[src/rtl/encoder64_6_walk.sv]
// encoder64_6_walk: serialising 64-to-6 encoder.
// Takes a 64-bit request bitmap over valid/ready and emits the binary index
// of every set bit, one per output handshake, flagging the final one.
// Optional feature macro: ENC64_ROUND_ROBIN_EN -- when defined the search
// start pointer persists across vectors (fair rotation); when undefined the
// search always starts at bit 0 (strict ascending order).
module encoder64_6_walk (
    input  logic        clk,
    input  logic        rst,
    input  logic        enable,
    input  logic        in_valid,
    input  logic [63:0] in_vec,
    output logic        in_ready,
    output logic        out_valid,
    output logic [5:0]  out_index,
    output logic        out_last,
    input  logic        out_ready
);

    typedef enum logic {
        IDLE = 1'b0,
        BUSY = 1'b1
    } state_t;

    state_t      state_q;
    logic [63:0] pending_q;
    logic [63:0] pending_d;
    logic [63:0] rot;
    logic [5:0]  off;
    logic [5:0]  ptr;
    logic        accept_in;
    logic        accept_out;

`ifdef ENC64_ROUND_ROBIN_EN
    logic [5:0]  ptr_q;
    assign ptr = ptr_q;
`else
    // Fixed search origin: lowest index first within every vector.
    assign ptr = 6'd0;
`endif

    // Handshakes; in_ready is held low for the whole time reset is asserted.
    assign in_ready   = enable & ~rst & (state_q == IDLE);
    assign out_valid  = enable & (state_q == BUSY);
    assign accept_in  = in_valid & in_ready;
    assign accept_out = out_valid & out_ready;

    // Rotate pending so bit ptr lands at position 0, then pick the lowest set
    // bit; adding ptr back (mod 64) gives the wrapped upward search result.
    // A shift of 64 (ptr == 0) yields zero, so the wrap term vanishes there.
    always_comb begin
        rot = (pending_q >> ptr) | (pending_q << (7'd64 - {1'b0, ptr}));
        off = 6'd0;
        for (int i = 63; i >= 0; i--) begin
            if (rot[i]) off = i[5:0];
        end
    end

    assign out_index = off + ptr;
    // Exactly one bit left: non-zero and clearing the lowest bit leaves zero.
    assign out_last  = (pending_q != 64'd0) &&
                       ((pending_q & (pending_q - 64'd1)) == 64'd0);
    assign pending_d = pending_q & ~(64'd1 << out_index);

    // Control FSM: load a non-empty vector in IDLE, retire one index per beat in BUSY.
    always_ff @(posedge clk or posedge rst) begin
        if (rst) begin
            state_q   <= IDLE;
            pending_q <= 64'd0;
`ifdef ENC64_ROUND_ROBIN_EN
            ptr_q     <= 6'd0;
`endif
        end else begin
            case (state_q)
                IDLE: begin
                    // An all-zero vector is consumed without producing beats.
                    if (accept_in && (in_vec != 64'd0)) begin
                        pending_q <= in_vec;
                        state_q   <= BUSY;
                    end
                end
                BUSY: begin
                    if (accept_out) begin
                        pending_q <= pending_d;
`ifdef ENC64_ROUND_ROBIN_EN
                        ptr_q     <= out_index + 6'd1;
`endif
                        if (out_last) state_q <= IDLE;
                    end
                end
                default: state_q <= IDLE;
            endcase
        end
    end

endmodule

[config.mk]
export PLATFORM = sky130hd
export DESIGN_NAME = encoder64_6_walk
export DESIGN_NICKNAME = d
export VERILOG_FILES = /design/src/rtl/encoder64_6_walk.sv
export SDC_FILE = /design/constraint.sdc
export NUM_CORES = 1
export LEC_CHECK = 0
export ABC_AREA = 1
export CORE_UTILIZATION = 25
export CTS_CLUSTER_DIAMETER = 100
export DETAILED_ROUTE_END_ITERATION = 6
export GPL_TIMING_DRIVEN = 1
export SYNTH_ARGS = -nofsm -noshare
export SYNTH_HDL_FRONTEND = slang
export SYNTH_SLANG_ARGS = --single-unit
[constraint.sdc]
create_clock -name clk -period 9.72 [get_ports clk]
set_input_delay 1.458 -clock clk [delete_from_list [all_inputs] [get_ports clk]]
set_output_delay 1.458 -clock clk [all_outputs]
set_load 0.03 [all_outputs]
Word level (Yosys, flattened, before mapping)
Index checks and enable logic that the tools add are counted.
{ "classes": {"n_addsub": 1, "eq_ne": 2, "shifts": 1, "muxes": 71, "bitwise_logic": 10, "reduce_logical": 6} }
{ "ops": {"columns": ["op", "n"], "rows": [
  ["two-way mux 6 bit", 64],
  ["bitwise AND 64 bit", 2],
  ["two-way mux 64 bit", 2],
  ["one-hot mux 64 bit (2 select lines)", 1],
  ["nonzero test 64 bit", 2],
  ["zero test 64 bit", 1],
  ["NOT 64 bit", 1],
  ["left shift 1 x 6 -> 64 bit, first input constant", 1],
  ["subtractor 64 x 1 -> 64 bit, second input constant", 1],
  ["bitwise AND 1 bit", 5],
  ["!= test 2 x 1 -> 1 bit, second input constant", 2],
  ["two-way mux 1 bit", 3],
  ["logical AND 1 bit", 2],
  ["NOT 1 bit", 2],
  ["one-hot mux 1 bit (2 select lines)", 1],
  ["AND reduction 2 bit", 1]
]} }
{ "totals": {"regBits": 65, "input_bits": 69, "out_inout_bits": 9, "elab_cells": 93} }

Logic depth before layout (Yosys ltp)
Gate-level depths: netlist of the first run.
{ "depth": {"ltp_word": 69, "depth_mapped": 63, "mapped_depth_nobuf": 63} }

Worst setup path before layout of the first run
No wires, ideal clock.
{ "synth_path": {"path_type": "register to output", "startpoint": "reg pending_q[0]", "endpoint": "out out_last", "arrival_time_ns": 4.451, "required_time_ns": 8.262, "setup_slack_ns": 3.811, "stages_incl_launch_ff": 40, "path_buffers": 0, "cell_sequence": "dfrtp_1 > nor2_2 > inv_2 > nor2_4 > inv_2 > nor2_4 > nand4_1 > inv_2 > nand3_2 > inv_2 > nand4_2 > inv_2 > nand2_2 > nor3_2 > nand2_2 > nor2_2 > inv_2 > nor2_4 > [... 4 more ...] > inv_2 > nor2_4 > inv_2 > nor2_4 > nand3_2 > nor3_4 > inv_2 > nor3_4 > nor2_1 > nor4_1 > nand4_2 > nor4_2 > nand4_1 > nor3_1 > nand4_1 > nor2_1 > nand4_1 > a21oi_1"} }
{ "synth_between": {"elab_chain_cells": 4, "elab_cells_between_ends": 5, "classes_between": "add/sub: 1; bitwise: 1; reduce/logical: 3"} }
{ "synth_lines": {"columns": ["element", "line_no", "source"], "rows": [
  ["start, declared", "26", "logic [63:0] pending_q;"],
  ["start signal, assigned", "78", "pending_q <= in_vec;"],
  ["start signal, assigned", "84", "pending_q <= pending_d;"],
  ["subtractor 64 x 1 -> 64 bit", "62", "((pending_q & (pending_q - 64'd1)) == 64'd0);"],
  ["bitwise AND 64 bit", "62", null],
  ["zero test 64 bit", "62", null],
  ["logical AND 1 bit *", "61", "assign out_last = (pending_q != 64'd0) &&"],
  ["end, declared", "16", "output logic out_last,"]
]} }
Mark *: on every way between the ends. The rest lies on a longest branch, timed or not.

Worst setup path in the final report of the first run
Same ends and word-level chain as after synthesis.

==> results of run 1 <==
## per-layer routing
metal	part of all wire (%)	GRT usage, %	up-vias
met4	1.5	4.32	0
met5	0	0	-
li1	-	-	2909
met1	49	22.2	2612
met3	5.9	4.22	16
met2	44	24.6	166
## how the worst max path moves through the flow
stage	to	slack [ns]	cells past startpoint
floorplan	out_last	3.81	39
global placement	out_last	2.96	40
detailed placement	out_last	2.90	40
CTS	out_last	2.50	40
global route	out_last	1.83	40
finish	out_last	2.55	40
## registers in the layout (all words and copies together), names as in the netlist
register   flops
state_q        1
pending_q     64
## power by group through the flow
stage          Combinational, mW  Clock [mW]  Sequential, mW
2_1_floorplan              0.224           0           0.385
3_3_place_gp               0.319           0           0.405
3_5_place_dp               0.320           0           0.407
4_1_cts                    0.321       0.389           0.402
5_1_grt                    0.367       0.402           0.413
6_report                   0.322       0.382           0.403
## placed cells by master, fill, tap and decap left out, drive strengths merged, types with 25 or more instances in the layout
master	n
clkdlybuf4s50	77
a21oi	25
nand2	210
a31oi	58
o21ai	28
nand3	33
dfrtp	65
inv	147
nor2	170
## critical path, delay by kind of cell (launching register included)
| family | cells | cell delay [ns] |
|---|---|---|
| AO/OA/AOI/OAI | 1 | 0.16 |
| flip-flops | 1 | 0.41 |
| AND/OR/NAND/NOR | 27 | 3.39 |
| buffers and inverters | 12 | 1.40 |
## final cells by class
| type | count | area share, % |
|---|---|---|
| sequential | 65 | 24.6 |
| tap | 270 | 5.11 |
| inverter | 147 | 8.35 |
| multi-input combinational | 614 | 44.7 |
| clock buffer | 11 | 3.67 |
| clock inverter | 5 | 1.55 |
| timing repair buffer | 80 | 12.0 |
## per-stage QoR
step / hold slack [ns] / total power [mW]
3_3_place_gp: 0.558 / 0.724
2_1_floorplan: 0.541 / 0.609
5_1_grt: 0.594 / 1.18
3_5_place_dp: 0.569 / 0.726
4_1_cts: 0.575 / 1.11
6_report: 0.579 / 1.11
## logic make-up (layout without fill, tap and decap cells)
| group | after synthesis | count (layout) |
|---|---|---|
| and+or+nand+nor | 481 | 481 |
| muxes | 1 | 1 |
| AOI/OAI and AO/OA | 132 | 132 |
| DFF | 65 | 65 |
| buffers and inverters | 174 | 243 |
==> summary.txt, run 1 <==
Die
  • Chip height: 147 µm
  • Starting Density: 25.7%
  • Die X-Extent: roughly 150 µm
  • Die area: 0.0215 mm²
  • Num ports: 78
  • Core Region: 0.0204 mm²
  • Row Count: 52

Critical path
  • Critical Path Fanout Max: 7
  • Reg2reg path depth: 36
  • Most common cell on crit path: inv_2
  • Reg2reg end: state_q
  • CP max-delay cell: clkdlybuf4s50_1
  • FF-to-FF setup slack: 5.01 ns
  • CP Launch Point: pending_q[0]
  • Critical path endpoint category: output pin
  • Crit path kind: register to output pin
  • CP Launch Type: register
  • Launch point of the worst reg-to-reg path: pending_q[0]
  • Max incr delay on CP: 0.70 ns
  • Crit path arrival time: ~5.7 ns
  • CP required: 8.26 ns

Synth
  • Syn nets: between 900 and 1000
  • Main flop type after synthesis: dfrtp_1
  • Fraction of registers with async set or reset after synthesis: 100%
  • Post-synthesis xor/xnor area fraction: 0%
  • Seq cells post-synth: between 60 and 70
  • Avg Inst Size Synth: 6.13 µm²
  • Distinct cell type count after synthesis: 37
  • Ys Warns: 0
  • Synth Instances: 853
  • Count leader, synth: nand2_1
  • Compound-Gate Fraction of Synth Area: between 15 and 20%
  • Synth area leaders: dfrtp_1, nand2_1, nor2_1
  • Largest family of logic cells by synthesized area: simple AND/OR/NAND/NOR gates
  • Synth Area in Adders: 0%
  • Post-synth EDFFs: 0
  • Yosys top cell area share: 31.1%
  • Area share of and/or/nand/nor cells after synthesis: between 40% and 50%
  • Sequential area share after synthesis: 31.1%
  • Synth cell count leaders: nand2_1, nor2_1, inv_1
  • Leading area contributor after synthesis: dfrtp_1
  • Multiplexer share of the synthesized area: 0.215%
  • Post-Syn Area: 0.00523 mm²

Clock network
  • Setup bufs post-CTS: 0
  • Clock tree buffer depth: 2
  • H-tree depth: 3
  • Clock sinks: 65
  • PostCTS Resize Cnt: 0
  • Total CTS buffers: 9
  • Clock-pin slew on the worst setup and hold paths: 0.05 ns
  • Hold_buf cts: 0
  • Clock root cell: clkbuf_16
  • CTS tree: built
  • Worst-Skew Late Latency: approximately 0.35 ns

Detailed routing
  • Remaining DRCs: 0
  • Drt first pass iters: 5
  • Routed vias: 5703
  • Via-per-instance ratio: 4.78
  • Drt first-iter violations: 423
  • Wire per inst: 13.9 µm
  • Routed Antenna Nets: 0
  • Drt total wl: between 15000 and 20000 µm

Finish
  • Design area: approximately 0.0066 mm²
  • Layout cell share with drive strength beyond 1: 6.62%
  • Non-Filler Instances: 1192
  • Ant diodes: 0
  • Register area: around 0.0016 mm²
  • Final core occ: 32.5%
  • Multi-input logic area: 0.00295 mm²
  • Syn-to-layout area delta: 26.5%
  • Fill cells: 2243
  • Final #Nets: 986

Power
  • Leak pwr: 3.02 nW
  • Gate power share: between 20% and 30%
  • P_int: 0.709 mW
  • Power Dens Cells: 167 mW/mm²
  • Switch Pwr: a little under 0.4 mW
  • Peak VDD IR: 0.0750 mV
  • Seq pwr share: around 36%
  • Switching share of power: 36.0%
  • Clock group share of total power: around 35%

Place
  • Place WS: 2.90 ns
  • Placed cell area: 0.00626 mm²
  • Port Buf Inserts: 77
  • DP HPWL: 12800 µm
  • GPL Wtd Cong: 0.914
  • Placed Instances: between 1000 and 1500

Timing
  • Tmin final: 7.17 ns
  • F_max: 139 MHz
  • RSZ-0062 raised after global routing: no
  • Fin. max-slew vios: 0
  • Period utilisation layout: 73.8%
  • Post-Route Setup TNS: 0 ns
  • Clk_skew: around 0.0083 ns
  • Final setup violation count: 0
  • Slew @ Worst Pin: 1.22 ns
  • Endpoints failing hold: 0
  • Worst slew margin: 18.7%
  • Final worst slack: 2.55 ns

GRT
  • First-pass GRT wire length: roughly 28000 µm
  • Number of global-route vias before repair: 5425
  • Largest net degree at the start of global routing: 128
  • Initial antenna violation count: 0
  • Total grt overflow: 0
  • GRT Resource Usage Total: 16.1%

Job
  • Number of max-cap violations: 0

Run status
  • Outcome: finished, final reports clean

Min path
  • Hold wc startpoint: pending_q[52]
  • Min-delay worst type: register to register
  • Hold path depth: 2
  • Hold Path End: pending_q[52]
Power figures use the tool's default switching activity.
==> run 2, diff against run 1 <==
Clock period 9.72 ns to 7.13 ns, I/O delays scaled along.
==> run 2 against run 1 <==
Net effect: flip-flop and latch count did not move; sequential power rose by 36%; setup slack got worse by 1.9 ns; first-iteration DRC count rose by 6.6%; clock skew rose by 0.0013 ns; cell area fell by 0.32%; die area did not move; via count fell by 0.63%; critical endpoint unchanged.
==> summary.txt, run 2 (same netlist as run 1, synthesis figures left out) <==
Detailed routing
  • Drt first pass iters: 5
  • Remaining DRCs: 0
  • Routed vias: between 5000 and 6000
  • Drt first-iter violations: 451
  • Routed Antenna Nets: 0
  • Via-per-instance ratio: 4.76
  • Wire per inst: ~14 µm
  • Drt total wl: 16400 µm

Critical path
  • Most common cell on crit path: inv_2
  • Max incr delay on CP: 0.40 ns
  • Crit path kind: register to output pin
  • CP Launch Type: register
  • CP Launch Point: pending_q[0]
  • CP required: 6.06 ns
  • Launch point of the worst reg-to-reg path: pending_q[0]
  • CP max-delay cell: dfrtp_1
  • Crit path arrival time: 5.41 ns
  • Critical Path Fanout Max: 7
  • Critical path endpoint category: output pin

Timing
  • Endpoints failing hold: 0
  • Final setup violation count: 0
  • Period utilisation layout: 90.8%
  • Final worst slack: between 0.6 and 0.7 ns
  • Worst slew margin: 21.4%
  • Slew @ Worst Pin: 1.18 ns
  • Post-Route Setup TNS: 0 ns
  • Tmin final: 6.48 ns
  • F_max: 154 MHz
  • Fin. max-slew vios: 0
  • Worst-case hold slack: 0.580 ns
  • Clk_skew: 0.00953 ns
  • RSZ-0062 raised after global routing: no

Die
  • Die area: ~0.021 mm²
  • Num ports: slightly below 80
  • Core Region: 0.0204 mm²
  • Die X-Extent: 147 µm
  • Chip height: 147 µm
  • Starting Density: 25.7%
  • Row Count: 52

Finish
  • Non-Filler Instances: 1191
  • Design area: 0.00659 mm²
  • Top Registers: pending_q x64, state_q x1
  • Biggest register: pending_q
  • Max reg flops: 64
  • Syn-to-layout area delta: 26.1%
  • Final #Nets: slightly below 1000
  • Layout cell share with drive strength beyond 1: 6.51%
  • Commonest non-fill, non-tap cell in the layout: nand2_1
  • Final core occ: 32.4%
  • Most frequent cells in the layout: nand2_1, nor2_1, inv_1, clkdlybuf4s50_1, dfrtp_1
  • Ant diodes: 0

GRT
  • GRT Resource Usage Total: 16.0%
  • First-pass GRT wire length: 27700 µm
  • Largest net degree at the start of global routing: between 100 and 150
  • Total grt overflow: 0
  • Number of global-route vias before repair: between 5000 and 6000
  • Initial antenna violation count: 0

Place
  • Placed Instances: ~1200
  • Placed cell area: around 0.0063 mm²
  • DP HPWL: 13000 µm
  • GPL Wtd Cong: 0.914
  • Place WS: 0.601 ns
  • Port Buf Inserts: 77

Min path
  • Hold wc startpoint: pending_q[8]
  • Min-delay worst type: register to register

Clock network
  • Clock sinks: 65
  • Worst-Skew Late Latency: 0.34 ns
  • Hold_buf cts: 0
  • Total CTS buffers: 9
  • Clock root cell: clkbuf_16
  • CTS tree: built
  • Clock-pin slew on the worst setup and hold paths: 0.06 ns
  • H-tree depth: 3
  • Clock tree buffer depth: 2

Power
  • Switching share of power: 36.1%
  • Leak pwr: just over 3 nW
  • Gate power share: 29.9%
  • Power Dens Cells: 223 mW/mm²
  • Clock group share of total power: between 30% and 40%
  • Peak VDD IR: 0.103 mV
  • Switch Pwr: 0.531 mW
  • Seq pwr share: 37.4%
  • Design Power: 1.47 mW
  • P_int: about 0.94 mW

Job
  • Number of max-cap violations: 0

Run status
  • Outcome: finished, final reports clean
run 2: cell types whose count changed in the layout (fill, tap and decap cells not counted):
cell,change
clkinvlp_4,-1
bufinv_16,-1
clkbuf_8,+1
clkdlybuf4s50_1,-1
dlymetal6s2s_1,+1
run 2: final timing paths:
| kind | depth (start not counted) | to | slack, ns |
|---|---|---|---|
| setup / recovery | 40 | out_last | 0.65 |
| hold / removal | 2 | pending_q[8] | 0.58 |
| setup reg to reg | 36 | state_q | 2.35 |
| hold reg to reg | 2 | pending_q[8] | 0.58 |
| max in group asynchronous | 3 | state_q | 5.18 |
| min in group asynchronous | 3 | pending_q[59] | 1.35 |
run 2: layout make-up:
cell class	count	area, µm²
repair buffers	80	796
inverters	147	552
clock inverters	3	65.1
well taps	270	338
clock buffers	12	256
multi-input cells	614	2950
flip-flops and latches	65	1630
fillers	2247	13800
run 2: metal layers:
metal / vias to the layer above / routed length, µm / GRT usage [%]
met3: 14 / 1020 / 3.56
met1: 2591 / 8070 / 22.6
li1: 2898 / - / -
met5: - / 0 / 0
met2: 164 / 7160 / 24.5
met4: 0 / 193 / 3.91
run 2: worst max-delay path: cells and delay by family, from the launching register on:
family          cells  cell delay [ns]
buf+inv            12             1.01
flops               1             0.40
simple gates       26             3.16
compound gates      2             0.46
run 2: timing repair:
action	CTS	global route
gates resized for setup	0	1
buffers inserted	0	0
setup endpoints to repair	0	1
run 2: power groups by stage:
| stage | registers, mW | logic (mW) | clock network, mW |
|---|---|---|---|
| 3_3_place_gp | 0.552 | 0.435 | 0 |
| 2_1_floorplan | 0.525 | 0.305 | 0 |
| 5_1_grt | 0.564 | 0.502 | 0.509 |
| 4_1_cts | 0.549 | 0.439 | 0.492 |
| 6_report | 0.550 | 0.439 | 0.481 |
| 3_5_place_dp | 0.555 | 0.437 | 0 |
